--- config.mk ---
export PLATFORM = sky130hd
export DESIGN_NAME = demux_stage
export DESIGN_NICKNAME = d
export VERILOG_FILES = /design/src/rtl/demux_stage.sv
export SDC_FILE = /design/constraint.sdc
export NUM_CORES = 1
export LEC_CHECK = 0
export ABC_AREA = 1
export BUFFER_PORTS_ARGS = -buffer_cell sky130_fd_sc_hd__buf_2
export CAP_MARGIN = 10
export CELL_PAD_IN_SITES_DETAIL_PLACEMENT = 0
export CELL_PAD_IN_SITES_GLOBAL_PLACEMENT = 1
export CORE_MARGIN = 2
export CORE_UTILIZATION = 50
export CTS_BUF_LIST = sky130_fd_sc_hd__clkbuf_4
export DETAILED_ROUTE_END_ITERATION = 10
export GPL_TIMING_DRIVEN = 0
export PLACE_DENSITY = 0.92
export SLEW_MARGIN = 20
export SYNTH_ARGS = -nofsm -noshare
export SYNTH_HDL_FRONTEND = slang
export SYNTH_SLANG_ARGS = --single-unit
--- constraint.sdc ---
create_clock -name clk -period 6.15 [get_ports clk]
set_input_delay 1.23 -clock clk [delete_from_list [all_inputs] [get_ports clk]]
set_output_delay 1.23 -clock clk [all_outputs]
set_load 0.01 [all_outputs]
--- src/rtl/demux_stage.sv ---
// ---------------------------------------------------------------------------
// demux_stage
//
// Purpose:
//   One-input, two-output demultiplexing stage with valid/ready handshakes.
//   Each accepted word is steered to lane 0 or lane 1 by in_sel and buffered
//   in that lane's own 2-entry FIFO. The occupancy of each lane is kept by a
//   small EMPTY/ONE/FULL state machine; the oldest word of a lane is held in
//   a dedicated head register so outN_data comes straight from a flop.
//
// Ports:
//   clk         - clock, rising edge active
//   reset       - asynchronous, active-high reset (empties both lanes)
//   in_valid    - upstream word valid
//   in_ready    - stage can accept a word for the lane chosen by in_sel
//   in_data     - upstream word (WIDTH bits)
//   in_sel      - destination lane (0 or 1), sampled with in_data
//   out0_valid  - lane 0 holds at least one word
//   out0_ready  - lane 0 consumer takes the word
//   out0_data   - oldest word of lane 0
//   out1_valid  - lane 1 holds at least one word
//   out1_ready  - lane 1 consumer takes the word
//   out1_data   - oldest word of lane 1
//   cnt0, cnt1  - (only with DEMUX_STAGE_COUNT_EN) saturating 16-bit pop
//                 counters for lane 0 and lane 1
//
// Build option:
//   DEMUX_STAGE_COUNT_EN - when defined, adds the cnt0/cnt1 pop counters.
// ---------------------------------------------------------------------------
module demux_stage #(
    parameter int WIDTH = 32
) (
    input  logic             clk,
    input  logic             reset,
    input  logic             in_valid,
    output logic             in_ready,
    input  logic [WIDTH-1:0] in_data,
    input  logic             in_sel,
    output logic             out0_valid,
    input  logic             out0_ready,
    output logic [WIDTH-1:0] out0_data,
    output logic             out1_valid,
    input  logic             out1_ready,
    output logic [WIDTH-1:0] out1_data
`ifdef DEMUX_STAGE_COUNT_EN
    ,
    output logic [15:0]      cnt0,
    output logic [15:0]      cnt1
`endif
);

    typedef enum logic [1:0] {
        S_EMPTY = 2'd0,
        S_ONE   = 2'd1,
        S_FULL  = 2'd2
    } lane_state_t;

    lane_state_t      r_state     [2];
    lane_state_t      w_state_nxt [2];

    logic [1:0]       w_valid;
    logic [1:0]       w_not_full;
    logic [1:0]       w_push;
    logic [1:0]       w_pop;
    logic [1:0]       w_out_ready;

    logic [WIDTH-1:0] r_mem  [2][2];
    logic [WIDTH-1:0] r_head [2];
    logic [1:0]       r_wptr;
    logic [1:0]       r_rptr;

    assign w_out_ready = {out1_ready, out0_ready};

    // in_ready looks only at the selected lane's occupancy, so a FULL lane
    // refuses a push even in the cycle it is being popped.
    assign in_ready = in_sel ? w_not_full[1] : w_not_full[0];
    assign w_push   = {in_valid & in_ready & in_sel, in_valid & in_ready & ~in_sel};
    assign w_pop    = w_valid & w_out_ready;

    // Lane occupancy state register
    always_ff @(posedge clk or posedge reset) begin
        if (reset) begin
            r_state[0] <= S_EMPTY;
            r_state[1] <= S_EMPTY;
        end else begin
            r_state[0] <= w_state_nxt[0];
            r_state[1] <= w_state_nxt[1];
        end
    end

    // Lane occupancy next-state logic
    always_comb begin
        for (int n = 0; n < 2; n++) begin
            w_state_nxt[n] = r_state[n];
            case (r_state[n])
                S_EMPTY: if (w_push[n]) w_state_nxt[n] = S_ONE;
                S_ONE: begin
                    if (w_push[n] && !w_pop[n])      w_state_nxt[n] = S_FULL;
                    else if (w_pop[n] && !w_push[n]) w_state_nxt[n] = S_EMPTY;
                end
                // A push into FULL cannot happen because in_ready is low.
                S_FULL:  if (w_pop[n]) w_state_nxt[n] = S_ONE;
                default: w_state_nxt[n] = S_EMPTY;
            endcase
        end
    end

    // Lane occupancy outputs
    always_comb begin
        for (int n = 0; n < 2; n++) begin
            w_valid[n]    = (r_state[n] != S_EMPTY);
            w_not_full[n] = (r_state[n] != S_FULL);
        end
    end

    // Storage array needs no reset: it is only read through r_head, which
    // is reloaded before any stale entry could become visible.
    always_ff @(posedge clk) begin
        for (int n = 0; n < 2; n++) begin
            if (w_push[n]) r_mem[n][r_wptr[n]] <= in_data;
        end
    end

    // Pointers and head register. The head tracks mem[rptr]: it is loaded
    // with the incoming word when that word becomes the oldest one (push
    // into EMPTY, or push+pop in ONE), and with the second entry when a
    // FULL lane is popped.
    always_ff @(posedge clk or posedge reset) begin
        if (reset) begin
            r_wptr    <= '0;
            r_rptr    <= '0;
            r_head[0] <= '0;
            r_head[1] <= '0;
        end else begin
            for (int n = 0; n < 2; n++) begin
                if (w_push[n]) r_wptr[n] <= ~r_wptr[n];
                if (w_pop[n])  r_rptr[n] <= ~r_rptr[n];
                if (w_push[n] && (r_state[n] == S_EMPTY ||
                                  (r_state[n] == S_ONE && w_pop[n]))) begin
                    r_head[n] <= in_data;
                end else if (w_pop[n] && r_state[n] == S_FULL) begin
                    r_head[n] <= r_mem[n][~r_rptr[n]];
                end
            end
        end
    end

    assign out0_valid = w_valid[0];
    assign out1_valid = w_valid[1];
    assign out0_data  = r_head[0];
    assign out1_data  = r_head[1];

`ifdef DEMUX_STAGE_COUNT_EN
    logic [15:0] r_cnt0;
    logic [15:0] r_cnt1;

    // Pop counters saturate instead of wrapping.
    always_ff @(posedge clk or posedge reset) begin
        if (reset) begin
            r_cnt0 <= '0;
            r_cnt1 <= '0;
        end else begin
            if (w_pop[0] && r_cnt0 != 16'hFFFF) r_cnt0 <= r_cnt0 + 16'd1;
            if (w_pop[1] && r_cnt1 != 16'hFFFF) r_cnt1 <= r_cnt1 + 16'd1;
        end
    end

    assign cnt0 = r_cnt0;
    assign cnt1 = r_cnt1;
`endif

endmodule

==> results of run 1 <==
## final cells by class
class | instances | area [µm²]
sequential | 200 | 5650
multi-input combinational | 626 | 2690
antenna | 1 | 2.50
inverter | 52 | 198
clock inverter | 10 | 105
clock buffer | 22 | 165
timing repair buffer | 109 | 658
tap | 225 | 282
fill | 1497 | 7180
buffer | 51 | 315
## routing by layer
layer	part of all wire	vias to the layer above
met2	0.49	232
li1	-	3249
met5	0	-
met1	0.43	3082
met3	0.065	28
met4	0.017	0
## through the flow
stage          total power [mW]  hold WS [ns]   util
2_1_floorplan              2.84         0.532      -
3_3_place_gp               3.35         0.485  0.558
3_5_place_dp               3.41         0.489  0.568
4_1_cts                    4.08         0.524  0.583
5_1_grt                    4.33         0.541  0.584
6_report                   4.05         0.521  0.584
## worst max-delay path: stages
cell and delay, ns:
buf_2 0.12, inv_1 0.13, nand2_1 0.12, o21ai_0 0.08, buf_2 0.15
## power by group
part	switching [mW]	leakage, nW	internal [mW]	total, mW
sequential	0.158	2.02	1.77	1.93
clock	0.416	0.146	0.259	0.675
combinational	0.937	2.38	0.509	1.45
total	1.51	4.55	2.54	4.05
## Yosys cell counts
cell      count  area share
nand2_2       3      0.0021
clkbuf_2      4      0.0023
ha_1          2      0.0028
o21ai_1      25       0.014
a21oi_1       2      0.0011
nor2_4        4      0.0051
a21oi_2       1     0.00099
inv_1        46       0.020
a21boi_0      1     0.00085
buf_6        10       0.013
nand3_2       1      0.0011
nand3_4       2      0.0040
edfxtp_1    128        0.44
nand2_1     461        0.20
nor2_1        6      0.0026
nand3_1      69       0.039
buf_2        26       0.015
o21ai_0      42       0.024
dfrtp_1      72        0.20
nand2_4       2      0.0026
inv_2         6      0.0026
clkbuf_1      8      0.0034
buf_4         3      0.0026
xor2_1        4      0.0040
nor2_2        1     0.00071
## registers in the layout (all words and copies together), names as in the netlist
signal     cells
r_mem        128
out0_data     32
out1_data     32
r_state        4
r_rptr         2
r_wptr         2
## path summary, 6_finish.rpt
check                               from             to  slack, ns  cells past startpoint
setup / recovery                  in_sel       in_ready       3.09                      5
hold / removal             out1_data[23]  out1_data[23]       0.52                      2
setup reg to reg              r_state[2]   r_mem[0][42]       4.09                      6
hold reg to reg            out1_data[23]  out1_data[23]       0.52                      2
max in group asynchronous          reset   out1_data[6]       4.95                      3
min in group asynchronous          reset  out0_data[23]       0.61                      2
## placed cells by master, fill, tap and decap left out, types with 3 or more instances in the layout
master,count
buf_16,5
buf_2,130
buf_4,3
buf_6,10
clkbuf_1,8
clkbuf_2,4
clkbuf_4,22
clkinv_1,3
dfrtp_1,72
edfxtp_1,128
inv_1,45
inv_2,6
nand2_1,461
nand2_2,3
nand3_1,69
nor2_4,8
o21ai_0,42
o21ai_1,25
xor2_1,4
## kinds of logic (layout without fill, tap and decap cells)
group	Yosys count	count (layout)
and+or+nand+nor	549	549
DFF	200	200
buffers and inverters	103	244
AOI/OAI and AO/OA	71	71
xor gates and xnor gates	4	4
adders and majority gates	2	2
other	0	1
==> flow_metrics.env, run 1 <==
export IMPL_grt_use_met2=0.401
export IMPL_drc=0
export IMPL_htreeDepth=4
export IMPL_track_usage=0.236
export IMPL_cellLeakagePower_nw=4.55
export IMPL_slew_headroom=0.571
export IMPL_placed_cells=1263
export IMPL_postCtsSetupRepairBufs=0
export IMPL_gp_congestion=0.796
export IMPL_use_met1=0.312
export IMPL_hold_viol_final=0
export IMPL_synthSimpleGateAreaFrac=0.254
export IMPL_cp_max_fo=4
export IMPL_port_buffers=104
export IMPL_cts_sinks=200
export IMPL_cp_required_ns=4.92
export IMPL_endpoint_kind="output pin"
export IMPL_fmax_mhz=327
export IMPL_critPathKind="in2out"
export IMPL_synthMuxAreaShare=0
export IMPL_grt_met3_usage=0.0344
export IMPL_cts_max_path_buffers=2
export IMPL_viasPerCell=5.09
export IMPL_ant_nets=0
export IMPL_io_pins=105
export IMPL_cts_tree="yes"
export IMPL_vias=6591
export IMPL_dp_hpwl_mm=14.3
export IMPL_pre_cts_slack_ns=3.09
export IMPL_die_h_um=137
export IMPL_gr_total_overflow=0
export IMPL_drt_iter0_markers=567
export IMPL_routedWlPerCell_um=16.1
export IMPL_nNetsFinal=1097
export IMPL_rsz0062_at_grt="no"
export IMPL_first_global_vias=6407
export IMPL_synth_cell_area_um2=8810
export IMPL_tightest_slew_ns=0.642
export IMPL_finalSetupTns_ns=0
export IMPL_drt_total_wl_mm=20.8
export IMPL_rows=48
export IMPL_synthAdderAreaFrac=0.00284
export IMPL_worst_slack_ns=3.09
export IMPL_setup_viol_count_final=0
export IMPL_grt_pass1_wl_mm=32.9
export IMPL_power_density_nw_per_um2=403
export IMPL_syn_area_per_cell_um2=9.49
export IMPL_die_x_um=137
export IMPL_coreArea_um2=17200
export IMPL_synth_compound_area_frac=0.0410
export IMPL_design_area_um2=10100
export IMPL_synth_xor_area_frac=0.00398
export IMPL_antenna_found_initial=1
export IMPL_cp_arrival_ns=1.83
export IMPL_area_delta_synth_final_pct=14.1
export IMPL_clk_pin_slew_ns=0.15
export IMPL_vdd_drop_max_uv=191
export IMPL_ctsResizeCount=0
export IMPL_hp_class="reg2reg"
export IMPL_finalCritPeriodShare=0.498
export IMPL_fin_crit_ns=3.06
export IMPL_initial_utilization=0.511
export IMPL_ys_ff_latch=200
export IMPL_synth_top_family_by_area="simple AND/OR/NAND/NOR gates"
export IMPL_grt_max_degree=47
export IMPL_synth_cell_types=25
export IMPL_drive_above_1_share=0.193
export IMPL_place_area_um2=9790
export IMPL_busiest_layer="met2"
export IMPL_finClkSkew_ns=0.0188
export IMPL_drv_cap=0
export IMPL_worstSkewPairLatency_ns=0.58
export IMPL_outcome="finished, final reports clean"
export IMPL_final_cells=1296
export IMPL_cts_hold_buf=0
export IMPL_cts_buffers=17
export IMPL_firstDrtPassIters=6
export IMPL_yosys_warnings=0
export IMPL_synth_fp_nets=969
export IMPL_ys_seq_area_frac=0.641
export IMPL_clock_root_buffer="clkbuf_4"
export IMPL_syn_inst=929
export IMPL_die_area_um2=18700
export IMPL_cp_start_kind="primary input"
export IMPL_maxSlewViolCount=0
Power figures use the tool's default switching activity.
==> run 2: changes to the inputs <==
Settings changed: CORE_UTILIZATION 50 to 47, PLACE_DENSITY 0.92 to 0.88.
Clock period 6.15 ns to 3 ns, I/O delays scaled along.
==> flow_metrics.env, run 2 (same netlist as run 1, synthesis figures left out) <==
export IMPL_ant_nets=0
export IMPL_area_delta_synth_final_pct=14.8
export IMPL_final_cells=1307
export IMPL_slew_headroom=0.478
export IMPL_ctsResizeCount=0
export IMPL_reg2reg_slack_ns=0.82
export IMPL_cellLeakagePower_nw=4.57
export IMPL_post_route_util=0.545
export IMPL_routedWlPerCell_um=16.4
export IMPL_setup_viol_count_final=0
export IMPL_reg2regPathDepth=7
export IMPL_cts_tree="yes"
export IMPL_first_global_vias=6250
export IMPL_cts_buffers=17
export IMPL_place_area_um2=9770
export IMPL_finalCritPeriodShare=0.728
export IMPL_rsz0062_at_grt="no"
export IMPL_cts_max_path_buffers=2
export IMPL_power_density_nw_per_um2=843
export IMPL_layout_common_cells="461 x nand2_1, 130 x buf_2, 128 x edfxtp_1, 72 x dfrtp_1, 69 x nand3_1"
export IMPL_drc=0
export IMPL_endpoint_kind="register"
export IMPL_postCtsSetupRepairBufs=0
export IMPL_viasPerCell=5.08
export IMPL_maxSlewViolCount=0
export IMPL_design_area_um2=10100
export IMPL_nNetsFinal=1098
export IMPL_tightest_slew_ns=0.782
export IMPL_cp_required_ns=3.31
export IMPL_hold_viol_final=0
export IMPL_io_pins=105
export IMPL_gp_congestion=0.800
export IMPL_hp_class="in2reg"
export IMPL_grt_pass1_wl_mm=33.4
export IMPL_track_usage=0.222
export IMPL_hp_start="in_data[24]"
export IMPL_drv_cap=0
export IMPL_worstReg2RegStart="r_state[0]"
export IMPL_rows=50
export IMPL_die_x_um=141
export IMPL_hold_end="r_mem[0][120]"
export IMPL_drt_iter0_markers=550
export IMPL_drive_above_1_share=0.195
export IMPL_finalSetupTns_ns=0
export IMPL_worst_slack_ns=0.816
export IMPL_cts_hold_buf=1
export IMPL_firstDrtPassIters=5
export IMPL_initial_utilization=0.474
export IMPL_vdd_drop_max_uv=459
export IMPL_grt_max_degree=54
export IMPL_finClkSkew_ns=0.0247
export IMPL_placed_cells=1272
export IMPL_final_common_cell="nand2_1"
export IMPL_cp_max_fo=22
export IMPL_clock_root_buffer="clkbuf_4"
export IMPL_holdPathStages=1
export IMPL_outcome="finished, final reports clean"
export IMPL_pre_cts_slack_ns=0.612
export IMPL_drt_total_wl_mm=21.5
export IMPL_port_buffers=104
export IMPL_die_area_um2=19900
export IMPL_cts_sinks=200
export IMPL_htreeDepth=4
export IMPL_gr_total_overflow=0
export IMPL_cp_start_kind="register"
export IMPL_r2r_end="r_mem[0][69]"
export IMPL_die_h_um=141
export IMPL_coreArea_um2=18600
export IMPL_vias=6639
export IMPL_fmax_mhz=458
export IMPL_critPathKind="reg2reg"
export IMPL_largest_register_ffs=128
export IMPL_worstSkewPairLatency_ns=0.60
export IMPL_fin_crit_ns=2.18
export IMPL_clk_pin_slew_ns=0.17
export IMPL_antenna_found_initial=2
export IMPL_cp_arrival_ns=2.49
export IMPL_dp_hpwl_mm=14.5
[run 2: cell count changes in the layout (fill, tap and decap cells not counted), sizes merged]
cell         delta
inv             +4
diode           +1
dlygate4sd3     +1
bufinv          +2
clkbuf          -3
clkinv          -3
[run 2: worst max-delay path: stages (launching register included)]
cell	delay (ns)
dfrtp_1	0.48
inv_2	0.06
nand2_2	0.09
nand3_4	0.09
buf_6	0.17
buf_6	0.15
nor2_4	0.60
buf_8	0.25
[run 2: where the power goes]
part	switching [mW]	leakage [nW]	total [mW]	internal [mW]
clock network	0.919	0.175	1.61	0.692
logic	1.93	2.38	2.96	1.03
registers	0.322	2.02	3.96	3.64
total	3.17	4.57	8.53	5.36
[run 2: how the worst max path moves through the flow]
stage               start      endpoint  slack (ns)  cells after the start
2_1_floorplan      in_sel   r_mem[0][0]        0.20                      4
3_3_place_gp       in_sel  r_mem[0][26]       -1.18                      5
3_5_place_dp     in_valid  r_mem[0][85]        0.61                      6
4_1_cts        r_state[2]      in_ready        0.78                      5
5_1_grt        r_state[0]  r_mem[0][85]        0.69                      7
6_report       r_state[0]  r_mem[0][69]        0.82                      7
[run 2: layer usage]
metal / GRT usage / part of all wire / up-vias
li1: - / - / 3258
met1: 0.307 / 0.44 / 3116
met2: 0.353 / 0.47 / 230
met3: 0.0397 / 0.066 / 35
met4: 0.0842 / 0.025 / 0
met5: 0 / 0 / -
[run 2: stage by stage]
| stage | total power, mW | hold WS [ns] |
|---|---|---|
| 6_report | 8.53 | 0.231 |
| 5_1_grt | 9.12 | 0.190 |
| 4_1_cts | 8.59 | 0.200 |
| 3_5_place_dp | 7.00 | 0.490 |
| 3_3_place_gp | 6.90 | 0.486 |
| 2_1_floorplan | 5.81 | 0.532 |
[run 2: layout make-up]
class                   instances  area (µm²)
diodes                          2        5.00
plain buffers                  51         315
clock buffers                  19         143
clock inverters                13         193
fillers                      1679        8460
inverters                      52         198
multi-input cells             626        2690
flip-flops and latches        200        5650
well taps                     234         293
repair buffers                110         641
